## src/rtl/reg_readout_pkg.sv

```systemverilog
// Shared constants and FSM state encoding for the register readout block.
package reg_readout_pkg;
    localparam int NUM_REGS = 16;
    localparam int DATA_W   = 32;
    localparam int IDX_W    = 4;

    typedef enum logic [1:0] {
        ST_IDLE = 2'd0,
        ST_SCAN = 2'd1,
        ST_HOLD = 2'd2,
        ST_DONE = 2'd3
    } state_e;
endpackage

```

## src/rtl/reg_readout_prio_enc16.sv

```systemverilog
// Combinational lowest-set-bit encoder: 16-bit vector in, index and any-bit-set out.
module prio_enc16 (
    input  logic [15:0] vec_i,
    output logic [3:0]  idx_o,
    output logic        any_o
);
    always_comb begin
        idx_o = '0;
        any_o = |vec_i;
        // Walk downwards so the lowest set bit is the last one written.
        for (int i = 15; i >= 0; i--) begin
            if (vec_i[i]) begin
                idx_o = 4'(i);
            end
        end
    end
endmodule

```

## src/rtl/reg_readout.sv

```systemverilog
// Scans a latched bit mask and emits the selected registers one word at a time
// over a valid/ready handshake, lowest index first, then pulses done.
module reg_readout #(
    parameter int NUM_REGS = reg_readout_pkg::NUM_REGS,
    parameter int DATA_W   = reg_readout_pkg::DATA_W
) (
    input  logic                       clk,
    input  logic                       clr,
    input  logic                       start,
    input  logic [NUM_REGS-1:0]        rd_mask,
    input  logic [NUM_REGS*DATA_W-1:0] reg_data,
    output logic [DATA_W-1:0]          out_data,
    output logic [3:0]                 out_idx,
    output logic                       out_valid,
    input  logic                       out_ready,
    output logic                       busy,
    output logic                       done
);
    import reg_readout_pkg::*;

    state_e              state_q;
    logic [NUM_REGS-1:0] pending_q;
    logic [NUM_REGS-1:0] pending_d;
    logic [DATA_W-1:0]   out_data_q;
    logic [3:0]          out_idx_q;
    logic                out_valid_q;
    logic                done_q;

    logic [15:0]         enc_in;
    logic [3:0]          enc_idx;
    logic                enc_any;
    logic [DATA_W-1:0]   words [NUM_REGS];

    genvar gi;
    generate
        for (gi = 0; gi < NUM_REGS; gi++) begin : g_words
            assign words[gi] = reg_data[gi*DATA_W +: DATA_W];
        end
    endgenerate

    always_comb begin
        enc_in                 = '0;
        enc_in[NUM_REGS-1:0]   = pending_q;
    end

    prio_enc16 u_prio_enc (
        .vec_i (enc_in),
        .idx_o (enc_idx),
        .any_o (enc_any)
    );

    always_comb begin
        pending_d          = pending_q;
        pending_d[enc_idx] = 1'b0;
    end

    // start outside IDLE falls through every branch below and is dropped.
    always_ff @(posedge clk) begin
        if (!clr) begin
            state_q     <= ST_IDLE;
            pending_q   <= '0;
            out_data_q  <= '0;
            out_idx_q   <= '0;
            out_valid_q <= 1'b0;
            done_q      <= 1'b0;
        end else begin
            case (state_q)
                ST_IDLE: begin
                    if (start) begin
                        pending_q <= rd_mask;
                        state_q   <= ST_SCAN;
                    end
                end
                ST_SCAN: begin
                    if (enc_any) begin
                        out_data_q  <= words[enc_idx];
                        out_idx_q   <= enc_idx;
                        out_valid_q <= 1'b1;
                        pending_q   <= pending_d;
                        state_q     <= ST_HOLD;
                    end else begin
                        done_q  <= 1'b1;
                        state_q <= ST_DONE;
                    end
                end
                ST_HOLD: begin
                    if (out_ready) begin
                        out_valid_q <= 1'b0;
                        state_q     <= ST_SCAN;
                    end
                end
                ST_DONE: begin
                    done_q  <= 1'b0;
                    state_q <= ST_IDLE;
                end
                default: state_q <= ST_IDLE;
            endcase
        end
    end

    assign out_data  = out_data_q;
    assign out_idx   = out_idx_q;
    assign out_valid = out_valid_q;
    assign done      = done_q;
    assign busy      = (state_q != ST_IDLE);
endmodule

```

## config.mk

```make
export PLATFORM = sky130hd
export DESIGN_NAME = reg_readout
export DESIGN_NICKNAME = d
export VERILOG_FILES = /design/src/rtl/reg_readout_pkg.sv /design/src/rtl/reg_readout_prio_enc16.sv /design/src/rtl/reg_readout.sv
export SDC_FILE = /design/constraint.sdc
export NUM_CORES = 1
export LEC_CHECK = 0
export ABC_AREA = 1
export CORE_AREA = 2 2 223 225
export CTS_CLUSTER_SIZE = 28
export DETAILED_ROUTE_END_ITERATION = 16
export DIE_AREA = 0 0 225 227
export PLACE_DENSITY = 0.41
export REMOVE_ABC_BUFFERS = 1
export SYNTH_ARGS = -nofsm -noshare
export SYNTH_HDL_FRONTEND = slang
export SYNTH_SLANG_ARGS = --single-unit
export TNS_END_PERCENT = 5
```

## constraint.sdc

```tcl
create_clock -name clk -period 2.8 [get_ports clk]
set_input_delay 0.42 -clock clk [delete_from_list [all_inputs] [get_ports clk]]
set_output_delay 0.42 -clock clk [all_outputs]
set_load 0.01 [all_outputs]
```

# ---- After elaboration in Yosys (flattened, before gate mapping)
# Cells that the tools add are included.
dict set report classes {
  muxes 33
  order_cmp 3
  bitwise_logic 3
  n_reduce_logical 12
  n_eq_ne 7
}
# op count
set ops {}
lappend ops {{binary-select mux 32 bit (select 4 bit)} 1}
lappend ops {{two-way mux 32 bit} 2}
lappend ops {{two-way mux 4 bit} 16}
lappend ops {{two-way mux 16 bit} 2}
lappend ops {{one-hot mux 16 bit (2 select lines)} 1}
lappend ops {{bitwise AND 16 bit} 1}
lappend ops {{inverter 16 bit} 1}
lappend ops {{OR reduction 16 bit} 1}
lappend ops {{inequality test 2 bit, second input constant} 4}
lappend ops {{one-hot mux 2 bit (4 select lines)} 1}
lappend ops {{nonzero test 2 bit} 4}
lappend ops {{AND reduction 2 bit} 3}
lappend ops {{AND reduction 3 bit} 2}
lappend ops {{>= comparator 5 bit, second input constant} 1}
lappend ops {{< comparator 4 x 5 -> 1 bit, second input constant} 1}
lappend ops {{two-way mux 1 bit} 5}
lappend ops {{inverter 4 -> 5 bit} 1}
lappend ops {{demux 1 bit (select 4 bit)} 1}
lappend ops {{equality test 2 bit, second input constant} 2}
lappend ops {{>= comparator 4 x 1 -> 1 bit, second input constant} 1}
lappend ops {{two-way mux 2 bit} 2}
lappend ops {{one-hot mux 1 bit (2 select lines)} 2}
lappend ops {{equality test 2 x 1 -> 1 bit, second input constant} 1}
lappend ops {{logical NOT 2 bit} 1}
lappend ops {{logical AND 1 bit} 1}
dict set report word_totals {
  out_inout_bits 39
  regBits 56
  input_bits 532
}

# ---- Logic depth before layout (Yosys ltp)
# Gate-level depths: netlist of run 1.
dict set report depth {
  depth_word 24
  ltp_mapped 25
  depth_no_buf 23
}

# ---- By module
# A second synthesis of run 1 with hierarchy kept.
dict set report unflattened {
  cells_unflattened 1656
  area_unflattened_um2 7800.0
}
# module instances area_per_inst_um2 cells_per_inst seq_area_each_um2
set modules_own_cells {}
lappend modules_own_cells {reg_readout 1 7591.0 1607 1121.1}
lappend modules_own_cells {prio_enc16 1 209.0 49 0.0}

# ---- Worst setup path before layout of run 1
# OpenSTA, ideal clock, no wires.
dict set report synth_path {
  path_type {register -> register}
  start {register pending_q[15], in the netlist enc_in[15]}
  end {register out_data_q[31], in the netlist out_data[31]}
  required_time_ns 2.683
  period_less_slack_ns 1.964
  slack_ns 0.836
  path_stages_with_launch 18
  setup_time_ns 0.117
  arrival_ns 1.847
  cell_sequence {dfxtp_1 -> inv_1 -> nand2_1 -> nand3_1 -> nand3_1 -> nand3_1 -> nand3_1 -> nand2_1 -> a21oi_4 -> inv_4 -> buf_2 -> buf_1 -> nand3b_1 -> nand3_1 -> nor2_1 -> nand2_1 -> nor2_1 -> nor2_1}
}
dict set report synth_between {
  elab_chain_len 20
  word_cells_on_any_way 22
  classes_between {mux (19); bitwise (1); reduce/logical (2)}
}
# item line_no
set synth_lines {}
lappend synth_lines {{from (decl)} reg_readout.sv:22} ;# logic [NUM_REGS-1:0] pending_q;
lappend synth_lines {{from (signal assigned)} reg_readout.sv:70} ;# pending_q <= rd_mask;
lappend synth_lines {{from (signal assigned)} reg_readout.sv:79} ;# pending_q <= pending_d;
lappend synth_lines {{two-way mux 4 bit (16 in series)} reg_readout_prio_enc16.sv:12} ;# if (vec_i[i]) begin
lappend synth_lines {{inverter 4 -> 5 bit (not written as such)} reg_readout.sv:76} ;# out_data_q <= words[enc_idx];
lappend synth_lines {{binary-select mux 32 bit (select 4 bit)} reg_readout.sv:76}
lappend synth_lines {{two-way mux 32 bit (not written as such) (2 in series)} reg_readout.sv:76}
lappend synth_lines {{to (signal assigned)} reg_readout.sv:76}
lappend synth_lines {{to (decl)} reg_readout.sv:24} ;# logic [DATA_W-1:0] out_data_q;
# Parallel ways exist; a longest one is shown, timed or not. The select of a mux whose other input is x is not followed.
# A chain may end at the register's enable or synchronous reset.

# ---- Worst setup path in the final report of run 1
dict set report layout_path {
  start {register pending_q[15], in the netlist enc_in[15]}
  end {register out_data_q[0], in the netlist out_data[0]}
}
# Same word-level chain as after synthesis.

==> metrics.md, run 1 <==
| Metric | Value |
|---|---|
| Status | `finished clean` |
| VDD IR max | `0.536 mV` |
| Worst Tran Pin Value | `0.953 ns` |
| Buf+Inv Stages, Crit Path | `5` |
| Mapped Area | `8070 sq um` |
| Hold buffers post-CTS | `0` |
| Root buffer cell | `clkbuf_16` |
| Initial core utilization | `0.166` |
| H-tree Lvls | `2` |
| Max Clk Rate | `0.395 GHz` |
| Sequential area share after synthesis | `0.139` |
| CP Class | `reg -> reg` |
| Commonest non-fill, non-tap cell in the layout | `clkdlybuf4s50_1` |
| Warning count from the yosys run | `0` |
| Area Overhead vs Synth | `80.5%` |
| Reg2reg start | `enc_in[15]` |
| Pins Over Slew Limit | `0` |
| R2r worst-path depth | `19` |
| Final period util | `0.903` |
| Post-DP HPWL | `40.4 mm` |
| Pin count of the biggest net entering global routing | `104` |
| WHS Path Cells | `1` |
| Avg Vias per Cell | `4.80` |
| CTS tree | `built` |
| Initial antenna violation count | `8` |
| Die height | `227 microns` |
| Crit path from | `enc_in[15]` |
| Max_slew headroom | `0.365` |
| Gr ovfl total | `0` |
| CTS Buffer Depth | `2` |
| Layout cells sized above 1 | `0.0379` |
| Min-delay src | `state_q[0]` |
| R2R Path End | `out_data[0]` |
| 1st-iter DRT viols | `608` |
| Most frequent cells in the layout | `569 x clkdlybuf4s50_1, 406 x nand3_1, 389 x nand2_1` |
| Syn avg cell area | `5.27 sq um` |
| Initial DRT Pass Iterations | `5` |
| Worst path required time | `3.07 ns` |
| Post-Synthesis Cells | `1533` |
| Die Wd | `225 microns` |
| FP Rows | `81` |
| # IOs | `571` |
| Endpoints failing hold | `0` |
| Fill cell count | `5507` |
| Maxcap violations | `0` |
| Cell mode on critical path | `nand3_1` |
| Hold crit path type | `reg -> reg` |
| Die area | `51100 sq um` |
| Worst Setup End Kind | `flop` |
| Final setup TNS | `0 ns` |
| Hold_ws | `0.466 ns` |
| Power per cell area | `558 nW/um^2` |
| Nets | `2534` |
| LEAKAGE | `5.97 nW` |
| CP max stage cell | `dfxtp_1` |
| Number of global-route vias before repair | `12600` |
| Detail Route Antenna Nets | `0` |
| Setup Skew | `0.0130 ns` |
| Final WL | `54.3 mm` |
| Avg WL per Cell | `20.6 microns` |
| Tmin final | `2.53 ns` |
| Slowest stage delay, CP | `0.37 ns` |
| Num CTS Buffers | `5` |
| Synth cell types | `27` |
| CP Launch Type | `flop` |
| Register bit total from synthesis | `56` |
| Buffers on Ports | `570` |
| GR Util All Layers | `0.202` |
| Clk_lat worst skew | `0.32 ns` |
| Worst-path clk slew | `0.10 ns` |
| CTS sink cnt | `56` |
| Dominant synthesized flop cell | `dfxtp_1` |
| Global placer's final weighted congestion | `0.837` |
| Share of the core filled with cells | `0.300` |
| Core ar. | `48500 sq um` |
| DRC viols | `0` |
| CP cell instances | `inv_1 -> nand2_1 -> nand3_1 -> nand3_1 -> nand3_1 -> nand3_1 -> nand2_1 -> a21oi_4 -> buf_12 -> buf_12 -> buf_4 -> nand4_1 -> nand2_1 -> inv_1 -> nand3_1 -> nand2_1 -> nand3_1 -> nor2_1 -> nor2_1` |
| First-pass GRT wire length | `78.2 mm` |
| Reg2Reg Setup Slack | `0.27 ns` |
| Vias | `12600` |
| # setup viols final | `0` |
| Worst Hold End | `state_q[0]` |
| Post-synth EDFFs | `0` |
| Crit path max fanout | `66` |
| Post-synth ARST share | `0` |
| Data arrival time of the critical path | `2.80 ns` |
| CP delay by family, top | `simple AND/OR/NAND/NOR gates` |
## where the power goes
group	internal, W	switching, W
combinational	0.00244	0.00395
clock	0.000344	0.000403
sequential	0.000916	0.0000815
total	0.00370	0.00443
## logic make-up (layout without fill, tap and decap cells)
| family | Yosys count | in the layout | share of synthesized area |
|---|---|---|---|
| AND/OR/NAND/NOR | 1110 | 1110 | 0.659 |
| AO/OA/AOI/OAI | 86 | 86 | 0.0581 |
| buffers and inverters | 281 | 751 | 0.144 |
| other | 0 | 6 | 0 |
| flip-flops | 56 | 56 | 0.139 |
## worst reg2reg max path, delay by kind of cell, from the launching register on
family | cells | cell delay (ns)
AOI/OAI and AO/OA | 1 | 0.21
and+or+nand+nor | 13 | 1.08
buffers and inverters | 5 | 0.83
DFF | 1 | 0.37
## routing by layer
layer	global-route usage	vias up	share of wire
met2	0.375	459	0.50
met1	0.235	5894	0.41
met4	0.0457	4	0.022
met5	0	-	0.00042
met3	0.0463	63	0.072
li1	-	6197	-
## sequential cells by signal, indices dropped and copies added, names as in the netlist
name and count:
out_data 32, done 1, state_q 2, out_valid 1, enc_in 16, out_idx 4
## final cells by class
type | count | area (sq um) | area share
Tap cell | 622 | 778 | 0.0534
Clock buffer | 5 | 125 | 0.00859
Timing Repair Buffer | 613 | 6190 | 0.425
Antenna cell | 6 | 15.0 | 0.00103
Sequential cell | 56 | 1120 | 0.0769
Clock inverter | 3 | 27.5 | 0.00189
Inverter | 130 | 495 | 0.0340
Multi-Input combinational cell | 1196 | 5820 | 0.399
## worst max-delay path by stage
stage / end / slack (ns) / cells past startpoint
6_report: out_data[0] / 0.27 / 19
5_1_grt: out_data[27] / -0.02 / 23
4_1_cts: out_data[25] / 0.18 / 20
3_5_place_dp: out_data[25] / 0.20 / 20
3_3_place_gp: out_data[25] / 0.21 / 20
2_1_floorplan: out_data[10] / -4.35 / 13
## synth_stat cells (3+ instances only)
| library cell | count | area, sq um |
|---|---|---|
| buf_2 | 60 | 300 |
| nor3_1 | 3 | 15.0 |
| nand2_4 | 3 | 33.8 |
| buf_1 | 20 | 75.1 |
| o21ai_0 | 45 | 225 |
| nand2_1 | 389 | 1460 |
| inv_1 | 118 | 443 |
| inv_2 | 7 | 26.3 |
| nand3_1 | 406 | 2030 |
| a21oi_1 | 33 | 165 |
| nand3b_1 | 33 | 248 |
| nand4_1 | 188 | 1180 |
| clkinv_1 | 4 | 15.0 |
| dfxtp_1 | 56 | 1120 |
| a221oi_1 | 5 | 43.8 |
| buf_4 | 9 | 67.6 |
| nor2_1 | 81 | 304 |
| nor2_2 | 3 | 18.8 |
| clkbuf_1 | 62 | 233 |
## repair_timing
action | CTS | global route
buffers inserted | 0 | 0
endpoints found under the setup margin | 0 | 14
resized for setup | 0 | 4
hold endpoints to repair | 0 | 0
## stage by stage
stage / power, W / std cells / worst slack, ns / instance area [sq um]
CTS: 0.00828 / 2625 / 0.180 / 14500
finish: 0.00814 / 2631 / 0.271 / 14600
global placement: 0.00746 / 2617 / 0.206 / 14400
global route: 0.00894 / 2630 / -0.0160 / 14600
detailed placement: 0.00747 / 2617 / 0.200 / 14400
floorplan: 0.00443 / 1382 / -4.35 / 7400
Power figures use the tool's default switching activity.
==> inputs of run 2 (changes only) <==
==> constraint.sdc (replaced) <==
create_clock -name clk -period 2.8 [get_ports clk]
set_input_delay 0.56 -clock clk [delete_from_list [all_inputs] [get_ports clk]]
set_output_delay 0.56 -clock clk [all_outputs]
set_load 0.01 [all_outputs]
==> results of run 2 <==
No change in the layout: final DEF, timing and power equal those of run 1.
